File: config.mk
export PLATFORM = sky130hd
export DESIGN_NAME = regfile_wr_arbiter_flat
export DESIGN_NICKNAME = d
export VERILOG_FILES = /design/src/rtl/regfile_wr_arbiter_pkg.sv /design/src/rtl/regfile_wr_arbiter_if.sv /design/src/rtl/regfile_wr_arbiter_rr_arb2.sv /design/src/rtl/regfile_wr_arbiter.sv /design/src/flat_wrapper.sv
export SDC_FILE = /design/constraint.sdc
export NUM_CORES = 1
export LEC_CHECK = 0
export BUFFER_PORTS_ARGS = -buffer_cell sky130_fd_sc_hd__buf_2
export CAP_MARGIN = 5
export CORE_MARGIN = 2
export CORE_UTILIZATION = 44
export DETAILED_ROUTE_END_ITERATION = 8
export PLACE_DENSITY = 0.9
export SLEW_MARGIN = 20
export SYNTH_ARGS = -nofsm -noshare
export SYNTH_HDL_FRONTEND = slang
export SYNTH_SLANG_ARGS = --single-unit
File: constraint.sdc
create_clock -name clk -period 2.1 [get_ports clk]
set_input_delay 0.315 -clock clk [delete_from_list [all_inputs] [get_ports clk]]
set_output_delay 0.315 -clock clk [all_outputs]
set_load 0.03 [all_outputs]
File: src/rtl/regfile_wr_arbiter_pkg.sv
// Shared constants and helpers for the register-file write arbiter.
package regfile_wr_arbiter_pkg;
  localparam int WIDTH = 16;
  localparam int DROP_W = 8;
  localparam logic [3:0] R_ZERO = 4'd0;
  localparam logic [3:0] R_ONES = 4'd15;

  // r0 and r15 are hardwired; writes to them are swallowed
  function automatic logic is_hardwired(input logic [3:0] idx);
    return (idx == R_ZERO) || (idx == R_ONES);
  endfunction
endpackage

File: src/rtl/regfile_wr_arbiter_if.sv
// Requester handshake plus register-file write port of the arbiter.
interface regfile_wr_arbiter_if
  import regfile_wr_arbiter_pkg::*;
#(
  parameter int width = WIDTH
);
  logic              freeze;
  logic              a_valid;
  logic [3:0]        a_wr;
  logic [width-1:0]  a_wd;
  logic              a_ready;
  logic              b_valid;
  logic [3:0]        b_wr;
  logic [width-1:0]  b_wd;
  logic              b_ready;
  logic              we;
  logic [3:0]        wr;
  logic [width-1:0]  wd;
  logic [15:0]       pend_mask;
  logic [DROP_W-1:0] drop_cnt;

  modport master (
    output freeze, a_valid, a_wr, a_wd, b_valid, b_wr, b_wd,
    input  a_ready, b_ready, we, wr, wd, pend_mask, drop_cnt
  );

  modport slave (
    input  freeze, a_valid, a_wr, a_wd, b_valid, b_wr, b_wd,
    output a_ready, b_ready, we, wr, wd, pend_mask, drop_cnt
  );
endinterface

File: src/rtl/regfile_wr_arbiter_rr_arb2.sv
// Two-way round-robin grant; the pointer names who wins a tie.
module rr_arb2 (
  input  logic       clk,
  input  logic       rst_n,
  input  logic       en,
  input  logic [1:0] req,
  output logic [1:0] gnt
);
  logic ptr;  // 0: A wins a tie, 1: B wins a tie

  always_comb begin
    gnt = '0;
    if (en) begin
      if (&req) gnt = ptr ? 2'b10 : 2'b01;
      else      gnt = req;
    end
  end

  always_ff @(posedge clk) begin
    if (!rst_n)      ptr <= 1'b0;
    else if (gnt[0]) ptr <= 1'b1;
    else if (gnt[1]) ptr <= 1'b0;
  end
endmodule

File: src/rtl/regfile_wr_arbiter.sv
// Arbitrates ALU and load writebacks onto one registered register-file write port.
module regfile_wr_arbiter
  import regfile_wr_arbiter_pkg::*;
#(
  parameter int width = WIDTH
) (
  input logic clk,
  input logic rst_n,
  regfile_wr_arbiter_if.slave bus
);
  logic [1:0]        gnt;
  logic              acc;
  logic              hw;
  logic [3:0]        sel_wr;
  logic [width-1:0]  sel_wd;
  logic              we_q;
  logic [3:0]        wr_q;
  logic [width-1:0]  wd_q;
  logic [DROP_W-1:0] drop_q;

  // reset gates ready combinationally so nothing is accepted while held
  rr_arb2 u_arb (
    .clk   (clk),
    .rst_n (rst_n),
    .en    (rst_n & ~bus.freeze),
    .req   ({bus.b_valid, bus.a_valid}),
    .gnt   (gnt)
  );

  assign bus.a_ready = gnt[0];
  assign bus.b_ready = gnt[1];

  assign acc    = |gnt;
  assign sel_wr = gnt[1] ? bus.b_wr : bus.a_wr;
  assign sel_wd = gnt[1] ? bus.b_wd : bus.a_wd;
  assign hw     = is_hardwired(sel_wr);

  // address/data only move on a real write; dropped writes leave them alone
  always_ff @(posedge clk) begin
    if (!rst_n) begin
      we_q   <= 1'b0;
      wr_q   <= '0;
      wd_q   <= '0;
      drop_q <= '0;
    end else begin
      we_q <= acc & ~hw;
      if (acc && !hw) begin
        wr_q <= sel_wr;
        wd_q <= sel_wd;
      end
      if (acc && hw && !(&drop_q)) drop_q <= drop_q + 1'b1;
    end
  end

  assign bus.we        = we_q;
  assign bus.wr        = wr_q;
  assign bus.wd        = wd_q;
  assign bus.pend_mask = we_q ? (16'd1 << wr_q) : 16'd0;
  assign bus.drop_cnt  = drop_q;
endmodule
File: src/flat_wrapper.sv
// flat-port wrapper written by rule: the top's interface ports become plain ports
module regfile_wr_arbiter_flat import regfile_wr_arbiter_pkg::*;
#(
  parameter int width = WIDTH
)
  (clk, rst_n, bus_freeze, bus_a_valid, bus_a_wr, bus_a_wd, bus_b_valid, bus_b_wr, bus_b_wd, bus_a_ready, bus_b_ready, bus_we, bus_wr, bus_wd, bus_pend_mask, bus_drop_cnt);
  regfile_wr_arbiter_if #(.width(width)) bus_i ();
  input logic clk;
  input logic rst_n;
  input wire logic [$bits(bus_i.freeze)-1:0] bus_freeze;
  input wire logic [$bits(bus_i.a_valid)-1:0] bus_a_valid;
  input wire logic [$bits(bus_i.a_wr)-1:0] bus_a_wr;
  input wire logic [$bits(bus_i.a_wd)-1:0] bus_a_wd;
  input wire logic [$bits(bus_i.b_valid)-1:0] bus_b_valid;
  input wire logic [$bits(bus_i.b_wr)-1:0] bus_b_wr;
  input wire logic [$bits(bus_i.b_wd)-1:0] bus_b_wd;
  output wire logic [$bits(bus_i.a_ready)-1:0] bus_a_ready;
  output wire logic [$bits(bus_i.b_ready)-1:0] bus_b_ready;
  output wire logic [$bits(bus_i.we)-1:0] bus_we;
  output wire logic [$bits(bus_i.wr)-1:0] bus_wr;
  output wire logic [$bits(bus_i.wd)-1:0] bus_wd;
  output wire logic [$bits(bus_i.pend_mask)-1:0] bus_pend_mask;
  output wire logic [$bits(bus_i.drop_cnt)-1:0] bus_drop_cnt;
  assign bus_i.freeze = bus_freeze;
  assign bus_i.a_valid = bus_a_valid;
  assign bus_i.a_wr = bus_a_wr;
  assign bus_i.a_wd = bus_a_wd;
  assign bus_i.b_valid = bus_b_valid;
  assign bus_i.b_wr = bus_b_wr;
  assign bus_i.b_wd = bus_b_wd;
  assign bus_a_ready = bus_i.a_ready;
  assign bus_b_ready = bus_i.b_ready;
  assign bus_we = bus_i.we;
  assign bus_wr = bus_i.wr;
  assign bus_wd = bus_i.wd;
  assign bus_pend_mask = bus_i.pend_mask;
  assign bus_drop_cnt = bus_i.drop_cnt;
  regfile_wr_arbiter #(.width(width)) u_core (.clk(clk), .rst_n(rst_n), .bus(bus_i));
endmodule
# After elaboration in Yosys (flattened, before gate mapping)
# Index checks and enable logic that the tools add are counted.
[op_classes] n_addsub=1 eq_ne=1 mux=8 reduce_logical=11 bitwise=4 shifts=1
[op_table] cell="$mux 16" n=2
[op_table] cell="$shl 1x4->16 const A" n=1
[op_table] cell="$add 8x1->8 const B" n=1
[op_table] cell="$reduce_and 8->1" n=1
[op_table] cell="$mux 2" n=3
[op_table] cell="$eq 4x4->1 const B" n=1
[op_table] cell="$logic_not 4->1" n=1
[op_table] cell="$mux 4" n=1
[op_table] cell="$logic_and 1x1->1" n=3
[op_table] cell="$and 1x1->1" n=2
[op_table] cell="$logic_not 1->1" n=2
[op_table] cell="$mux 1" n=2
[op_table] cell="$not 1->1" n=2
[op_table] cell="$reduce_and 2->1" n=1
[op_table] cell="$reduce_bool 2->1" n=1
[op_table] cell="$reduce_or 2->1" n=1
[op_table] cell="$logic_or 1x1->1" n=1
[word_totals] ff_bits=30 input_bits=45 wordCells=31

# Depth between registers and ports, before layout
[depth] ltp_word=8 ltp_mapped=8 depth_no_buf=6

# By module
# A second synthesis with hierarchy kept.
[hier_totals] cells_unflattened=181 area_unflattened_um2=1615.3
[modules_own_cells] module="regfile_wr_arbiter" area_per_inst_um2=1556.5 instances=1 cells_per_inst=172
[modules_own_cells] module="rr_arb2" area_per_inst_um2=58.8 instances=1 cells_per_inst=9

# Least setup slack after synthesis
# OpenSTA, ideal clock, no wires.
[synth_timing] path_type="flip-flop to output port" startpoint="reg u_core.we_q, in the netlist u_core.bus.we" endpoint="out bus_pend_mask[0]" slack_ns=0.073 n_path_buf=0 arrival_ns=1.712 path_stages_with_launch=3 cell_sequence="dfxtp_1 or3b_2 nor3_1"
[synth_via] elab_chain_cells=1
[synth_rtl] element="start: declaration" line_no="regfile_wr_arbiter.sv:16" source="logic we_q;"
[synth_rtl] element="start signal: assignment" line_no="regfile_wr_arbiter.sv:46" source="we_q <= acc & ~hw;"
[synth_rtl] element="$mux 16" line_no="regfile_wr_arbiter.sv:58" source="assign bus.pend_mask = we_q ? (16'd1 << wr_q) : 16'd0;"
[synth_rtl] element="end: declaration" line_no="flat_wrapper.sv:22" source="output wire logic [$bits(bus_i.pend_mask)-1:0] bus_pend_mask;"
# No other way between the ends.

# Final worst setup path
# Ends and elaborated chain as after synthesis.

==> flow_metrics.tcl <==
set metrics [dict create \
    maxCapViolCount 0 \
    fp.dieH_um 65.38 \
    drc_errors 0 \
    routedWlPerCell_um 11.73 \
    synth_nets 227 \
    rsz0062_at_grt "no" \
    leakage_nw 1.175 \
    syn_to_final_growth_pct 33.58 \
    min_period_ns 1.844 \
    cp.arrival_ns 1.53 \
    setup_viol 0 \
    worstPathCellList "or3b_2, nor3_1, buf_2" \
    grt_pass1_wl_mm 6.030 \
    netlist_instances 181 \
    core_um2 3633 \
    synth-seq-cells 30 \
    nets 318 \
    hold_class "in2reg" \
    rows 22 \
    cts_resized 0 \
    via_count 1610 \
    crit_type "reg2out" \
    slew_viol_final 0 \
    dr.pass1.iters 6 \
    critical-path-max-stage-delay_ns 0.50 \
    grt_max_degree 30 \
    die_x_um 65.38 \
    worstSetupEndpoint "bus_pend_mask[0]" \
    hold_viol 0 \
    stdcell_count 321 \
    startpoint_type "flop" \
    rrSetupSlack_ns 0.49 \
    clock_latency_ns 0.27 \
    yosysSeqAreaShare_pct 36.23 \
    max_freq_mhz 542.4 \
    start_util_pct 45.63 \
    crit_start "u_core.bus.we$_SDFF_PN0_" \
    htreeDepth 2 \
    cts_tree "done" \
    grt_pass1_vias 1436 \
    fin_hold_ws_ns 0.3174 \
    slowest_stage "or3b_2" \
    tightest_slew_ns 0.3908 \
    cts_sinks 30 \
    clock_skew_ns 0.002823 \
    num-fill-cells 334 \
    setup_slack_ns 0.2562 \
    ys.warnings.count 0 \
    status "finished, final reports clean" \
    routed_wl_mm 3.765 \
    gp_congestion 0.8350 \
    numCtsBuffers 5 \
    netlist_area_um2 1658 \
    cp_top_family "simple AND/OR/NAND/NOR gates" \
    dp_slack_ns 0.3203 \
    cts.clk_slew.worst_paths_ns 0.06 \
    place_hpwl_mm 2.954 \
    worst-path-max-fanout 5 \
    dieArea_um2 4275 \
    antenna_found_initial 0 \
    r2r_end "u_core.bus.wd[2]$_SDFFE_PN0P_" \
    track_usage_pct 17.93 \
    avgSynthCellArea_um2 9.159 \
    placedCellCount 313 \
    power_density_nw_per_um2 656.0 \
    irDropWorstVdd_uv 490.4 \
    ctsHoldBuffers 0 \
    cp_num_buf_inv 1 \
    register_area_um2 600.6 \
    num_antenna_cells 0 \
    cts_max_path_buffers 2 \
    multi_input_area_um2 954.7 \
    drive_above_1_share_pct 39.19 \
    synth_edf_count 0 \
    post-route-util_pct 60.95 \
    endpoint_kind "output port" \
    period_share_pct 87.80 \
    cts_root_buffer "clkbuf_8" \
    timing.rr.start "u_core.u_arb.ptr$_SDFFE_PN0P_" \
    ff2ff_path_depth 5 \
    synthArstFlopShare_pct 0 \
    io_buffers 91 \
    viasPerCell 5.016 \
    relSlewSlack_pct 73.90 \
    ios 92 \
    ant_nets 0 \
    crit_required_ns 1.78 \
    drt_iter0_markers 18 \
    synthFlopType "dfxtp_1" \
    grt_overflow 0 \
    cts_setup_buffers 0 \
    worstSetupPathDepth 3 \
    finalSetupTns_ns 0 \
    synth_cell_types 33 \
]
how the worst min path moves through the flow:
| stage | startpoint | to | slack, ns | depth (start not counted) |
|---|---|---|---|---|
| 3_3_place_gp | u_core.bus.wd[4]$_SDFFE_PN0P_ | u_core.bus.wd[4]$_SDFFE_PN0P_ | 0.44 | 2 |
| 6_report | bus_a_wd[10] | u_core.bus.wd[10]$_SDFFE_PN0P_ | 0.32 | 3 |
| 2_1_floorplan | rst_n | u_core.bus.drop_cnt[3]$_SDFFE_PN0P_ | 0.47 | 2 |
| 3_5_place_dp | u_core.bus.wd[7]$_SDFFE_PN0P_ | u_core.bus.wd[7]$_SDFFE_PN0P_ | 0.45 | 2 |
| 5_1_grt | bus_a_wd[7] | u_core.bus.wd[7]$_SDFFE_PN0P_ | 0.32 | 3 |
| 4_1_cts | bus_a_wd[10] | u_core.bus.wd[10]$_SDFFE_PN0P_ | 0.31 | 3 |
flip-flops by register name (all words and copies together), names as in the netlist:
name and count:
u_core.bus.drop_cnt 8, u_core.bus.wd 16, u_core.u_arb.ptr 1, u_core.bus.wr 4, u_core.bus.we 1
synthesized netlist by cell type, types with 2 or more instances:
cell type / n / area [um^2]
dfxtp_1: 30 / 600.6
a211oi_2: 2 / 25.02
buf_12: 2 / 40.04
inv_1: 3 / 11.26
nand4_1: 4 / 25.02
nor4_1: 2 / 12.51
a21oi_1: 4 / 20.02
clkbuf_1: 4 / 15.01
nand3b_1: 2 / 15.01
nor2_1: 16 / 60.06
nand3_1: 5 / 25.02
buf_2: 2 / 10.01
and4_1: 3 / 26.28
buf_6: 2 / 22.52
nor3_1: 5 / 25.02
nand2b_1: 5 / 31.28
nand2_1: 29 / 108.9
mux2i_1: 46 / 460.4
through the flow:
step / power (mW) / cell area (um^2)
after global placement: 0.9046 / 2108
after global routing: 1.523 / 2215
after CTS: 1.465 / 2215
after detailed placement: 0.9112 / 2108
final: 1.453 / 2215
after floorplan: 0.8224 / 1658
routing by layer:
metal  share of wire (%)  vias up  wire (um)  GRT usage (%)
met4                0.90        0         34          5.469
met5                   0        -          0              0
li1                    -      820          -              -
met3                 4.7        2        176          4.452
met1                  41      741       1549          18.27
met2                  53       47       2005          35.33
cell usage in the layout (no fill, tap or decap), drive strengths merged:
master	instances
mux2i	46
nand2	29
ha	1
o21ai	1
buf	94
nand3	5
nand3b	2
and3	1
nor2	16
and4bb	1
inv	4
bufinv	1
clkbuf	7
and3b	1
or2	1
nand2b	6
a21oi	5
or3b	1
and4	3
nor4	2
dfxtp	30
nor2b	1
and2	2
nand4	4
nor3	5
a31o	1
a211oi	2
o21a	1
cell families (layout without fill, tap and decap cells):
logic type,Yosys count,in the layout,share of synthesized area (%)
compound gates,10,10,4.528
fa+ha+maj,1,1,0.7546
buf+inv,14,106,6.188
flops,30,30,36.23
mux,46,46,27.77
simple gates,80,80,24.53
worst register-to-register path: cells and delay by family (launching register included):
kind | cells | cell delay (ns)
mux | 1 | 0.24
simple gates | 3 | 0.77
compound gates | 1 | 0.21
flops | 1 | 0.32
where the power goes:
| part | internal (mW) | switching [mW] |
|---|---|---|
| logic | 0.106 | 0.165 |
| clock network | 0.354 | 0.200 |
| registers | 0.603 | 0.0242 |
| total | 1.06 | 0.389 |
layout make-up:
cell class                      count  area share, %
Tap cell                           48          2.712
Clock buffer                        7          3.446
Sequential cell                    30          27.12
Clock inverter                      1          1.356
Multi-Input combinational cell    137          43.11
Inverter                            4         0.6780
Timing Repair Buffer               94          21.58
No activity file was read; power rests on OpenSTA's default activity.
